### src/rtl/vbuf_pkg.sv
// vbuf_pkg: shared constants for the video buffer SRAM and the scheduler.
//   VBUF_*  : background frame buffer geometry (one RGB444 word per pixel)
//   FISH_*  : sprite image geometry and count, stored after the frame buffer
//   RAM_SIZE: first invalid SRAM address (frame buffer plus all sprite images)
//   sched_state_t: scheduler FSM encoding
package vbuf_pkg;

    localparam int VBUF_W   = 320;
    localparam int VBUF_H   = 240;
    localparam int VBUF_SZ  = VBUF_W * VBUF_H;

    localparam int FISH_W   = 64;
    localparam int FISH_H   = 32;
    localparam int FISH_SZ  = FISH_W * FISH_H;
    localparam int FISH_CNT = 8;

    localparam int RAM_SIZE = VBUF_SZ + FISH_CNT * FISH_SZ;

    typedef enum logic {
        IDLE = 1'b0,
        RUN  = 1'b1
    } sched_state_t;

endpackage

### src/rtl/vbuf_sram_sched_rd_tag_pipe.sv
// rd_tag_pipe: two-stage shift register carrying read tags {valid, requester
// index} alongside the SRAM access, so returning data is steered to the
// requester that issued it. Data-width agnostic.
//   clk, reset            : clock, asynchronous active-high reset
//   push_valid, push_idx  : tag for the read issued at this edge
//   pop_valid, pop_idx    : tag whose SRAM data is on sram_rdata now
module rd_tag_pipe #(
    parameter int IW = 1
) (
    input  logic          clk,
    input  logic          reset,
    input  logic          push_valid,
    input  logic [IW-1:0] push_idx,
    output logic          pop_valid,
    output logic [IW-1:0] pop_idx
);

    logic [1:0]    vld_q;
    logic [IW-1:0] idx_q [2];

    always_ff @(posedge clk or posedge reset) begin
        if (reset) begin
            vld_q    <= '0;
            idx_q[0] <= '0;
            idx_q[1] <= '0;
        end else begin
            vld_q    <= {vld_q[0], push_valid};
            idx_q[0] <= push_idx;
            idx_q[1] <= idx_q[0];
        end
    end

    assign pop_valid = vld_q[1];
    assign pop_idx   = idx_q[1];

endmodule

### src/rtl/vbuf_sram_sched.sv
// vbuf_sram_sched: slot scheduler sharing the single-port video SRAM between
// NRD pixel-pipeline readers and one writer. pixel_tick opens a window of
// SLOTS cycles; slot k < NRD reads for requester k, the rest (or the whole
// window when blank, or any IDLE cycle) are write opportunities.
//   clk, reset                  : clock, asynchronous active-high reset
//   pixel_tick, blank           : window start pulse, blank window flag
//   rd_addr / rd_data / rd_valid: per-requester packed lanes (k*AW / k*DW)
//   wr_req, wr_addr, wr_data    : write request, held until wr_ack
//   wr_ack, wr_err              : write accepted / dropped (out of range)
//   ovf, ovf_clr                : sticky window overrun flag and its clear
//   sram_*                      : registered SRAM port, 1-cycle read latency
module vbuf_sram_sched #(
    parameter int AW       = 18,
    parameter int DW       = 12,
    parameter int NRD      = 2,
    parameter int SLOTS    = 4,
    parameter int RAM_SIZE = vbuf_pkg::RAM_SIZE
) (
    input  logic              clk,
    input  logic              reset,
    input  logic              pixel_tick,
    input  logic              blank,
    input  logic [NRD*AW-1:0] rd_addr,
    output logic [NRD*DW-1:0] rd_data,
    output logic [NRD-1:0]    rd_valid,
    input  logic              wr_req,
    input  logic [AW-1:0]     wr_addr,
    input  logic [DW-1:0]     wr_data,
    output logic              wr_ack,
    output logic              wr_err,
    input  logic              ovf_clr,
    output logic              ovf,
    output logic              sram_en,
    output logic              sram_we,
    output logic [AW-1:0]     sram_addr,
    output logic [DW-1:0]     sram_wdata,
    input  logic [DW-1:0]     sram_rdata
);

    import vbuf_pkg::*;

    localparam int            SW        = (SLOTS > 1) ? $clog2(SLOTS) : 1;
    localparam int            IW        = (NRD > 1) ? $clog2(NRD) : 1;
    localparam logic [SW-1:0] LAST_SLOT = SW'(SLOTS - 1);
    localparam logic [31:0]   RAM_LIM   = 32'(RAM_SIZE);

    sched_state_t  state_q, state_d;
    logic [SW-1:0] slot_q, slot_d;
    logic          blank_q, blank_d;
    logic          overrun;

    logic [AW-1:0] rd_addr_arr [NRD];
    logic [DW-1:0] rd_data_q   [NRD];
    logic [IW-1:0] rd_idx;
    logic          is_read;
    logic          wr_take;
    logic          wr_ok;
    logic          pop_valid;
    logic [IW-1:0] pop_idx;

    for (genvar k = 0; k < NRD; k++) begin : g_lane
        assign rd_addr_arr[k]      = rd_addr[k*AW +: AW];
        assign rd_data[k*DW +: DW] = rd_data_q[k];
    end

    // Next window position. A tick always restarts the window; it is an
    // overrun only if the current window had not reached its last slot.
    always_comb begin
        // NOTE: every variable written here gets a default first, so no
        // path leaves one unassigned and no latch is inferred.
        state_d = state_q;
        slot_d  = slot_q;
        blank_d = blank_q;
        overrun = 1'b0;
        if (pixel_tick) begin
            state_d = RUN;
            slot_d  = '0;
            blank_d = blank;
            overrun = (state_q == RUN) && (slot_q != LAST_SLOT);
        end else if (state_q == RUN) begin
            if (slot_q == LAST_SLOT) begin
                state_d = IDLE;
                slot_d  = '0;
            end else begin
                slot_d = slot_q + 1'b1;
            end
        end
    end

    // Issue decisions are made for the slot being entered at this edge, so
    // they look at the next-state values rather than the current ones.
    assign rd_idx  = IW'(slot_d);
    assign is_read = (state_d == RUN) && !blank_d && (32'(slot_d) < 32'(NRD));
    // The !wr_ack term enforces the one-cycle gap the requester needs to
    // present its next address/data after an ack.
    assign wr_take = !is_read && wr_req && !wr_ack;
    assign wr_ok   = 32'(wr_addr) < RAM_LIM;

    always_ff @(posedge clk or posedge reset) begin
        if (reset) begin
            state_q    <= IDLE;
            slot_q     <= '0;
            blank_q    <= 1'b0;
            ovf        <= 1'b0;
            sram_en    <= 1'b0;
            sram_we    <= 1'b0;
            sram_addr  <= '0;
            sram_wdata <= '0;
            wr_ack     <= 1'b0;
            wr_err     <= 1'b0;
        end else begin
            // NOTE: registers use non-blocking assignment so every update in
            // this block sees the pre-edge values of the others.
            state_q <= state_d;
            slot_q  <= slot_d;
            blank_q <= blank_d;

            // Set has priority over clear so a simultaneous overrun is kept.
            if (overrun) begin
                ovf <= 1'b1;
            end else if (ovf_clr) begin
                ovf <= 1'b0;
            end

            sram_en <= 1'b0;
            sram_we <= 1'b0;
            wr_ack  <= 1'b0;
            wr_err  <= 1'b0;
            if (is_read) begin
                sram_en   <= 1'b1;
                sram_addr <= rd_addr_arr[rd_idx];
            end else if (wr_take) begin
                wr_ack <= 1'b1;
                if (wr_ok) begin
                    sram_en    <= 1'b1;
                    sram_we    <= 1'b1;
                    sram_addr  <= wr_addr;
                    sram_wdata <= wr_data;
                end else begin
                    wr_err <= 1'b1;
                end
            end
        end
    end

    rd_tag_pipe #(
        .IW (IW)
    ) u_rd_tag_pipe (
        .clk        (clk),
        .reset      (reset),
        .push_valid (is_read),
        .push_idx   (rd_idx),
        .pop_valid  (pop_valid),
        .pop_idx    (pop_idx)
    );

    // Returning read data lands in the lane named by its tag; other lanes
    // keep their last value.
    always_ff @(posedge clk or posedge reset) begin
        if (reset) begin
            rd_valid <= '0;
            // NOTE: this small per-lane capture bank is reset explicitly
            // because rd_data must read 0 after reset; it is flops, not RAM.
            for (int k = 0; k < NRD; k++) begin
                rd_data_q[k] <= '0;
            end
        end else begin
            rd_valid <= '0;
            if (pop_valid) begin
                rd_valid[pop_idx]  <= 1'b1;
                rd_data_q[pop_idx] <= sram_rdata;
            end
        end
    end

endmodule

### config.mk
export PLATFORM = sky130hd
export DESIGN_NAME = vbuf_sram_sched
export DESIGN_NICKNAME = d
export VERILOG_FILES = /design/src/rtl/vbuf_pkg.sv /design/src/rtl/vbuf_sram_sched_rd_tag_pipe.sv /design/src/rtl/vbuf_sram_sched.sv
export SDC_FILE = /design/constraint.sdc
export NUM_CORES = 1
export LEC_CHECK = 0
export CAP_MARGIN = 10
export CORE_ASPECT_RATIO = 1.4
export CORE_UTILIZATION = 44
export CTS_BUF_LIST = sky130_fd_sc_hd__clkbuf_2
export DETAILED_ROUTE_END_ITERATION = 16
export PLACE_DENSITY = 0.88
export SYNTH_ARGS = -nofsm -noshare
export SYNTH_HDL_FRONTEND = slang
export SYNTH_SLANG_ARGS = --single-unit
### constraint.sdc
create_clock -name clk -period 4.6 [get_ports clk]
set_input_delay 1.38 -clock clk [delete_from_list [all_inputs] [get_ports clk]]
set_output_delay 1.38 -clock clk [all_outputs]
set_load 0.05 [all_outputs]
; Yosys cells after proc, flatten, opt, wreduce, memory -nomap -nowiden
; Cells that the tools add are included.
[totals]
reg_bits = 69
inputBits = 84
out_inout_bits = 61
word_cells = 75
[op_classes]
add_sub_neg = 1
order_cmp = 7
n_eq_ne = 2
muxes = 31
n_bitwise = 3
reduce_logical = 15
[op_table]
columns = operator, n
row1 = 2-to-1 mux 18 bit, 6
row2 = bitwise mux 24 bit, 1
row3 = less-than comparator 18 x 17 -> 1 bit (second input constant), 1
row4 = 2-to-1 mux 1 bit, 17
row5 = demux 12 bit (select 1 bit), 1
row6 = 2-to-1 mux 12 bit, 1
row7 = 2-to-1 mux 2 bit, 4
row8 = logical AND 1 bit, 7
row9 = nonzero test 2 bit, 3
row10 = greater-or-equal comparator 2 bit (second input constant), 2
row11 = NOT 1 -> 2 bit, 2
row12 = logical NOT 1 bit, 3
row13 = AND reduction 3 bit, 1
row14 = adder 2 x 1 -> 2 bit (second input constant), 1
row15 = == test 2 bit (second input constant), 1
row16 = less-than comparator 1 x 2 -> 1 bit (second input constant), 1
row17 = less-than comparator 2 x 1 -> 1 bit (second input constant), 1
row18 = less-than comparator 2 bit (second input constant), 1
row19 = inequality test 2 bit (second input constant), 1
row20 = AND reduction 2 bit, 1
row21 = demux 1 bit (select 1 bit), 1
row22 = greater-or-equal comparator 1 bit (second input constant), 1
row23 = NOT 1 bit, 1

; Longest topological paths before layout
; Gate-level depths: netlist of the first run.
[depth]
depth_word = 11
mapped_depth = 7
mapped_depth_nobuf = 5

; Hierarchy
; A second synthesis of the first run with hierarchy kept.
[unflattened]
cells_unflattened = 185
hier_area_um2 = 2801.4
[by_module_without_submodules]
columns = module, n_inst, cells_each, area_per_inst_um2, seq_area_each_um2
row1 = vbuf_sram_sched, 1, 180, 2697.6, 1626.6
row2 = rd_tag_pipe, 1, 5, 103.8, 100.1

; Least setup slack after synthesis of the first run
; OpenSTA, ideal clock, no wires.
[synth_path]
path_type = in2reg
start = input port pixel_tick
end = register sram_addr[0]
setup_ns = 0.126
arrival_ns = 2.564
t_required_ns = 4.474
setup_slack_ns = 1.910
cell_stages = 6
path_buffers = 2
path_cell_list = or3_4 -> o21ai_4 -> nor2b_2 -> buf_6 -> buf_8 -> a221o_1
[synth_between]
elab_chain_len = 9
elab_cells_between_ends = 18
classes_between = 1 x order compare / 7 x mux / 1 x bitwise / 9 x reduce/logical
[synth_rtl]
columns = element, line
row1 = from (decl), vbuf_sram_sched.sv:21  ; input logic pixel_tick,
row2 = branches (longest 3 deep; another with less-than comparator 2 bit), n/a
row3 = logical AND 1 bit *, vbuf_sram_sched.sv:93  ; assign is_read = (state_d == RUN) && !blank_d && (32'(slot_d) < 32'(NRD));
row4 = via is_read, vbuf_sram_sched.sv:55  ; logic is_read;
row5 = logical NOT 1 bit, vbuf_sram_sched.sv:96  ; assign wr_take = !is_read && wr_req && !wr_ack;
row6 = logical AND 1 bit (2 in a row), vbuf_sram_sched.sv:96
row7 = nonzero test 2 bit (no source line), n/a
row8 = AND reduction 2 bit (no source line), n/a
row9 = to (signal assigned), vbuf_sram_sched.sv:131  ; sram_addr <= rd_addr_arr[rd_idx];
row10 = to (signal assigned), vbuf_sram_sched.sv:137  ; sram_addr <= wr_addr;
row11 = to (decl), vbuf_sram_sched.sv:35  ; output logic [AW-1:0] sram_addr,
; Mark *: on every way through the listed nets, which the timed path passes. The select of a mux whose other input is x is not followed.
; A chain may end at the register's enable or synchronous reset.

; Worst setup path in the final report of the first run
[layout_path]
start = register sram_addr[2]
end = output port sram_addr[2]
; No word-level cell between the ends.

==> results of run 1 <==
## cell families after synthesis
group	count (synthesis)
flip-flops	68
buffers and inverters	15
multiplexers	38
adder cells (fa/ha/maj)	1
AND/OR/NAND/NOR	16
AO/OA/AOI/OAI	44
## sequential cells by signal, summed over array words and instances, names as in the netlist
| signal | flops |
|---|---|
| blank_q | 1 |
| rd_data | 24 |
| ovf | 1 |
| wr_ack | 1 |
| sram_we | 1 |
| wr_err | 1 |
| sram_en | 1 |
| u_rd_tag_pipe.vld_q | 2 |
| u_rd_tag_pipe.pop_idx | 1 |
| slot_q | 2 |
| rd_valid | 2 |
| sram_wdata | 12 |
| state_q | 1 |
| sram_addr | 18 |
## cell type report
type,instances,area (um^2)
well taps,70,87.6
inverters,6,22.5
clock buffers,10,50.0
flip-flops and latches,68,1700
multi-input cells,99,957
fillers,453,1580
repair buffers,146,1460
clock inverters,6,88.8
## stage by stage
step	area, um^2	total power, mW
after floorplan	2770	1.90
after global placement	4230	2.40
after detailed placement	4230	2.44
after CTS	4360	2.83
after global routing	4360	2.93
final	4360	2.80
## path summary, 6_finish.rpt
kind                            slack (ns)                      to              startpoint
worst max register to register        2.29            sram_addr[5]               slot_q[0]
worst min-delay path                  0.40  u_rd_tag_pipe.vld_q[1]  u_rd_tag_pipe.vld_q[0]
max in group asynchronous             2.50              rd_data[5]                   reset
min in group asynchronous             1.13            sram_addr[2]                   reset
worst max-delay path                  1.51            sram_addr[2]            sram_addr[2]
worst min register to register        0.40  u_rd_tag_pipe.vld_q[1]  u_rd_tag_pipe.vld_q[0]
## power by group through the flow
stage	Sequential [mW]	Combinational, mW	Clock [mW]
finish	0.908	1.50	0.391
global route	0.939	1.56	0.431
CTS	0.911	1.51	0.402
detailed placement	0.923	1.51	0
global placement	0.911	1.49	0
floorplan	1.61	0.287	0
## layer usage
metal / global-route usage [%] / up-vias / share of wire [%] / wire length, um
li1: - / 984 / - / -
met1: 22.2 / 1005 / 38 / 2450
met2: 34.3 / 109 / 52 / 3400
met3: 6.07 / 15 / 7.2 / 466
met4: 10.4 / 0 / 2.4 / 153
met5: 0 / - / 0 / 0
## cell usage in the layout, fill, tap and decap left out, types with 2 or more instances in the layout
| master | n |
|---|---|
| clkinv_4 | 2 |
| buf_4 | 2 |
| mux2_2 | 34 |
| and2b_2 | 2 |
| dfrtp_1 | 68 |
| mux2_1 | 3 |
| a21oi_1 | 3 |
| bufinv_16 | 2 |
| nand2_1 | 2 |
| a221o_1 | 17 |
| clkdlybuf4s50_1 | 144 |
| clkbuf_2 | 10 |
| inv_1 | 5 |
| or2b_2 | 2 |
| a22o_1 | 18 |
| nor2_2 | 2 |
==> results_tabular.tex, run 1 <==
\begin{tabular}{lr}
\hline
Metric & Value \\
\hline
\multicolumn{2}{l}{\textbf{Outcome}} \\
\quad Result of the run & complete, no violations \\
\multicolumn{2}{l}{\textbf{Logic synthesis}} \\
\quad Area fraction in compound gates after synthesis & 14.7\% \\
\quad Biggest area consumer among synthesized cells & dfrtp\_1 \\
\quad Post-synthesis cell type count & 32 \\
\quad Sequential area share after synthesis & 61.5\% \\
\quad Synth Area in Adders & 0.452\% \\
\quad Gate count of the mapped netlist & 182 \\
\quad Net Count, Synth & 267 \\
\quad Netlist Area Pre-Place & 0.00277 mm\^{}2 \\
\quad Most instantiated library cell after synthesis & dfrtp\_1 \\
\quad Most area-consuming cells after synthesis & dfrtp\_1, mux2\_2, a221o\_1, a22o\_1, buf\_6 \\
\quad Number of enable flip-flop cells after synthesis & 0 \\
\quad Largest family of logic cells by synthesized area & multiplexers \\
\quad Primary flip-flop cell chosen by synthesis mapping & dfrtp\_1 \\
\quad Portion of synthesized cell area occupied by the leading cell type & 61.5\% \\
\quad Flip-flop and latch count after synthesis & 68 \\
\quad Area share of xor/xnor cells in the synthesized design & 0\% \\
\quad Fraction of synthesized area in multiplexers & 15.4\% \\
\quad Async set-reset flop share out of synthesis & 100\% \\
\quad Top post-synthesis cells by count & dfrtp\_1, mux2\_2, a22o\_1 \\
\quad Mean post-synth cell area & 15.2 um\^{}2 \\
\quad Post-synthesis simple-gate area fraction & 4.03\% \\
\quad Yosys Warn Count & 0 \\
\multicolumn{2}{l}{\textbf{Worst setup path}} \\
\quad Largest driver fanout on the critical path & 2 \\
\quad Slowest library cell on the worst path & clkdlybuf4s50\_1 \\
\quad Worst R2R Path Depth & 5 \\
\quad Number of cells on the critical path & 1 \\
\quad Capturing element type of the critical path & primary output \\
\quad Critical path required time & 3.22 ns \\
\quad Worst Setup Start Kind & register \\
\quad Cell family contributing the most delay on the critical path & buffers and inverters \\
\quad Combined buffer and inverter count along the critical path & 1 \\
\quad Max incr delay on CP & 0.83 ns \\
\quad Chain of cells forming the critical path & clkdlybuf4s50\_1 \\
\quad Setup Crit Path Kind & reg -> out \\
\quad Arrival @ worst endpoint & 1.71 ns \\
\multicolumn{2}{l}{\textbf{Timing}} \\
\quad Hold slack final & 0.403 ns \\
\quad Final setup violation count & 0 \\
\quad Slew @ Worst Pin & 1.10 ns \\
\quad Final Worst Setup Slack & 1.51 ns \\
\quad Setup TNS Final & 0 ns \\
\quad Hold violation total from the final report & 0 \\
\quad Slew Limit Fails & 0 \\
\quad Final Skew & 0.0166 ns \\
\quad Max Clk Rate & 0.324 GHz \\
\quad Slew margin rel. & 26.4\% \\
\quad Final period util & 67.2\% \\
\quad Shortest clock period the worst path allows after layout & 3.09 ns \\
\quad Setup repair after global routing missed its margin & no \\
\multicolumn{2}{l}{\textbf{Die}} \\
\quad Die Outline Area & 0.00661 mm\^{}2 \\
\quad Core ar. & 0.00595 mm\^{}2 \\
\quad Die width & 69 um \\
\quad Boundary Pins & 145 \\
\quad Starting density of the core & 46.5\% \\
\quad Die H & 95.8 um \\
\quad Site row count & 33 \\
\multicolumn{2}{l}{\textbf{Routing}} \\
\quad Post-route DRC & 0 \\
\quad Number of nets still failing antenna checks after routing & 0 \\
\quad Wire length after detailed routing & 6470 um \\
\quad Average wire per cell in the routed design & 16.0 um \\
\quad First DRT Iteration DRCs & 133 \\
\quad Vias per Instance & 5.22 \\
\quad Pre-Repair DR Iteration Count & 4 \\
\quad Count of vias placed by the detailed router & 2113 \\
\multicolumn{2}{l}{\textbf{Layout}} \\
\quad Share of the core filled with cells in the final layout & 73.4\% \\
\quad Final antenna diode count & 0 \\
\quad Layout net count & 415 \\
\quad Area Overhead vs Synth & 57.8\% \\
\quad Final Instance Count excl. Fillers & 405 \\
\quad Fraction of final layout cells sized beyond drive strength 1 & 18.8\% \\
\multicolumn{2}{l}{\textbf{Clocking}} \\
\quad Clock tree from TritonCTS & built \\
\quad Number of instances resized during post-cts repair & 0 \\
\quad Clock Pin Slew Worst Setup and Hold Paths & 0.20 ns \\
\quad Number of buffers created by CTS & 9 \\
\quad Clock latency on the worst-skew pair & 0.48 ns \\
\quad Htree depth & 3 \\
\quad Clk sink count & 68 \\
\quad Post-CTS setup repair buffer count & 0 \\
\quad Clock tree buffer depth & 2 \\
\quad Root Driver & clkbuf\_2 \\
\quad Post-cts hold buffer count & 0 \\
\multicolumn{2}{l}{\textbf{Placed design}} \\
\quad HPWL after detailed placement & 4900 um \\
\quad Input/output buffers & 144 \\
\quad Dpl cells & 389 \\
\quad Global placement routability congestion & 0.721 \\
\quad Setup slack at placement & 1.09 ns \\
\multicolumn{2}{l}{\textbf{Global route}} \\
\quad Number of global-route vias before repair & 2072 \\
\quad Global-route usage over all layers & 19.9\% \\
\quad Largest net degree at the start of global routing & 55 \\
\quad Wire length of the first global-routing pass & 10000 um \\
\quad Antenna violations before repair & 0 \\
\quad GRT overflow & 0 \\
\multicolumn{2}{l}{\textbf{Power and ir drop}} \\
\quad Internal & 1.55 mW \\
\quad Combinational Power Share & 53.6\% \\
\quad Switching share of power & 44.6\% \\
\quad Part of the power in registers & 32.4\% \\
\quad Power per Cell Area & 641 mW/mm\^{}2 \\
\quad LEAKAGE & 1.85 nW \\
\quad Sw Pwr & 1.25 mW \\
\quad Maximum vdd drop & 0.271 mV \\
\quad Clock Power Share & 14.0\% \\
\multicolumn{2}{l}{\textbf{Min path}} \\
\quad Worst hold path stage count & 0 \\
\quad Path class of the lowest-slack min-delay path & reg -> reg \\
\multicolumn{2}{l}{\textbf{Job}} \\
\quad Number of maximum-capacitance constraint violations & 0 \\
\hline
\end{tabular}
No activity file was read; power rests on OpenSTA's default activity.
==> run 2: changes to the inputs <==
Settings changed: CORE_UTILIZATION 44 to 41, PLACE_DENSITY 0.88 to 0.83.
Clock period 4.6 ns to 3.23 ns, I/O delays scaled along.
==> run 2 against run 1 <==
  * The flow now finishes with violations (DRC)
  * Total power up 45%
  * Register-to-register slack got worse by 1.2 ns
  * First-iteration DRC count shrank 68%
  * Setup slack got worse by 0.96 ns
  * Critical endpoint is now sram_addr[7]
==> results_tabular.tex, run 2 (synthesis results as in run 1) <==
\begin{tabular}{lr}
\hline
Metric & Value \\
\hline
\multicolumn{2}{l}{\textbf{Outcome}} \\
\quad Result of the run & finished, violations left \\
\quad Violations in the final reports & DRC \\
\multicolumn{2}{l}{\textbf{Timing}} \\
\quad Final period util & 82.9\% \\
\quad Hold violation total from the final report & 0 \\
\quad Slew @ Worst Pin & 0.602 ns \\
\quad Setup TNS Final & 0 ns \\
\quad Slew margin rel. & 59.7\% \\
\quad Final setup violation count & 0 \\
\quad Slew Limit Fails & 0 \\
\quad Hold slack final & 0.388 ns \\
\quad Final Skew & 0.0214 ns \\
\quad Setup repair after global routing missed its margin & no \\
\quad Shortest clock period the worst path allows after layout & 2.68 ns \\
\quad Max Clk Rate & 0.374 GHz \\
\multicolumn{2}{l}{\textbf{Clocking}} \\
\quad Clock Pin Slew Worst Setup and Hold Paths & 0.21 ns \\
\quad Clock latency on the worst-skew pair & 0.48 ns \\
\quad Clock tree from TritonCTS & built \\
\quad Post-cts hold buffer count & 0 \\
\quad Clock tree buffer depth & 2 \\
\quad Number of buffers created by CTS & 9 \\
\quad Post-CTS setup repair buffer count & 0 \\
\quad Root Driver & clkbuf\_2 \\
\quad Number of instances resized during post-cts repair & 0 \\
\quad Htree depth & 3 \\
\quad Clk sink count & 68 \\
\multicolumn{2}{l}{\textbf{Worst setup path}} \\
\quad Slowest library cell on the worst path & clkdlybuf4s50\_1 \\
\quad Critical path required time & 2.26 ns \\
\quad FF-to-FF setup slack & 1.06 ns \\
\quad Max incr delay on CP & 0.81 ns \\
\quad Worst Setup Start Kind & register \\
\quad Reg-to-Reg Start & slot\_q[0] \\
\quad Cell family contributing the most delay on the critical path & buffers and inverters \\
\quad Worst R2R Path Depth & 6 \\
\quad Worst r2r dst & sram\_addr[4] \\
\quad Arrival @ worst endpoint & 1.71 ns \\
\quad Capturing element type of the critical path & primary output \\
\quad Largest driver fanout on the critical path & 2 \\
\quad Setup Crit Path Kind & reg -> out \\
\quad Chain of cells forming the critical path & clkdlybuf4s50\_1 \\
\quad Combined buffer and inverter count along the critical path & 1 \\
\multicolumn{2}{l}{\textbf{Layout}} \\
\quad Leading cell types in the layout, fill and taps excluded & clkdlybuf4s50\_1, dfrtp\_1, mux2\_2 \\
\quad Number of flip-flops under the largest register name & 24 \\
\quad Final antenna diode count & 0 \\
\quad Leading cell type in the layout, fill and taps excluded & clkdlybuf4s50\_1 \\
\quad Area Overhead vs Synth & 60.1\% \\
\quad Share of the core filled with cells in the final layout & 67.4\% \\
\quad Fraction of final layout cells sized beyond drive strength 1 & 20.0\% \\
\quad Layout net count & 420 \\
\multicolumn{2}{l}{\textbf{Die}} \\
\quad Starting density of the core & 42.1\% \\
\quad Boundary Pins & 145 \\
\quad Die Outline Area & 0.00708 mm\^{}2 \\
\quad Die width & 71.4 um \\
\quad Die H & 99.2 um \\
\quad Core ar. & 0.00657 mm\^{}2 \\
\quad Site row count & 35 \\
\multicolumn{2}{l}{\textbf{Routing}} \\
\quad Vias per Instance & 5.21 \\
\quad Wire length after detailed routing & 6440 um \\
\quad Average wire per cell in the routed design & 15.6 um \\
\quad Post-route DRC & 10 \\
\quad Count of vias placed by the detailed router & 2157 \\
\quad Number of nets still failing antenna checks after routing & 0 \\
\quad Pre-Repair DR Iteration Count & 10 \\
\quad First DRT Iteration DRCs & 43 \\
\multicolumn{2}{l}{\textbf{Global route}} \\
\quad Largest net degree at the start of global routing & 31 \\
\quad Antenna violations before repair & 0 \\
\quad GRT overflow & 0 \\
\quad Number of global-route vias before repair & 2278 \\
\quad Global-route usage over all layers & 19.3\% \\
\quad Wire length of the first global-routing pass & 10300 um \\
\multicolumn{2}{l}{\textbf{Power and ir drop}} \\
\quad Power per Cell Area & 918 mW/mm\^{}2 \\
\quad Power, Total & 4.07 mW \\
\quad Switching share of power & 43.7\% \\
\quad Combinational Power Share & 52.7\% \\
\quad Maximum vdd drop & 0.409 mV \\
\quad Clock Power Share & 15.5\% \\
\quad Part of the power in registers & 31.8\% \\
\quad Sw Pwr & 1.78 mW \\
\quad Internal & 2.29 mW \\
\quad LEAKAGE & 1.89 nW \\
\multicolumn{2}{l}{\textbf{Min path}} \\
\quad Endpoint of the worst hold-timing path & u\_rd\_tag\_pipe.vld\_q[1] \\
\quad Path class of the lowest-slack min-delay path & reg -> reg \\
\quad Hold Path Origin & u\_rd\_tag\_pipe.vld\_q[0] \\
\quad Worst hold path stage count & 0 \\
\multicolumn{2}{l}{\textbf{Placed design}} \\
\quad Global placement routability congestion & 0.695 \\
\quad HPWL after detailed placement & 4850 um \\
\quad Input/output buffers & 144 \\
\multicolumn{2}{l}{\textbf{Job}} \\
\quad Number of maximum-capacitance constraint violations & 0 \\
\hline
\end{tabular}
run 2: changes by cell type in the layout (fill, tap and decap cells not counted), sizes merged:
cell,delta
clkbuf,-1
buf,+5
bufinv,+1
run 2: final cells by class:
type                    instances  area (um^2)
inverters                       6         22.5
clock inverters                 7          115
well taps                      74         92.6
fillers                       512         2140
clock buffers                   9         45.0
multi-input cells              99          957
flip-flops and latches         68         1700
repair buffers                151         1490
run 2: routing by layer:
| metal | share of wire (%) | track usage [%] |
|---|---|---|
| met5 | 0 | 0 |
| met4 | 2.6 | 10.2 |
| met3 | 5.6 | 3.85 |
| met2 | 55 | 34.8 |
| met1 | 36 | 21.2 |
run 2: power by group through the flow:
stage	Clock, mW	Combinational (mW)	Sequential [mW]
floorplan	0	0.409	2.29
global placement	0	2.13	1.30
finish	0.630	2.14	1.29
global route	0.689	2.23	1.33
detailed placement	0	2.16	1.31
CTS	0.651	2.16	1.29
run 2: how the worst max path moves through the flow:
| stage | start | end | depth (start not counted) |
|---|---|---|---|
| floorplan | reset | blank_q | 1 |
| global placement | pixel_tick | sram_addr[3] | 6 |
| detailed placement | pixel_tick | sram_addr[4] | 6 |
| CTS | sram_addr[7] | sram_addr[7] | 1 |
| global route | sram_addr[7] | sram_addr[7] | 1 |
| finish | sram_addr[7] | sram_addr[7] | 1 |
run 2: per-stage QoR:
stage,cells,instance area (um^2),setup slack [ns]
final,414,4430,0.553
after global routing,414,4430,0.451
after CTS,414,4430,0.504
after detailed placement,398,4270,0.262
after global placement,398,4270,0.303
after floorplan,182,2770,0.549
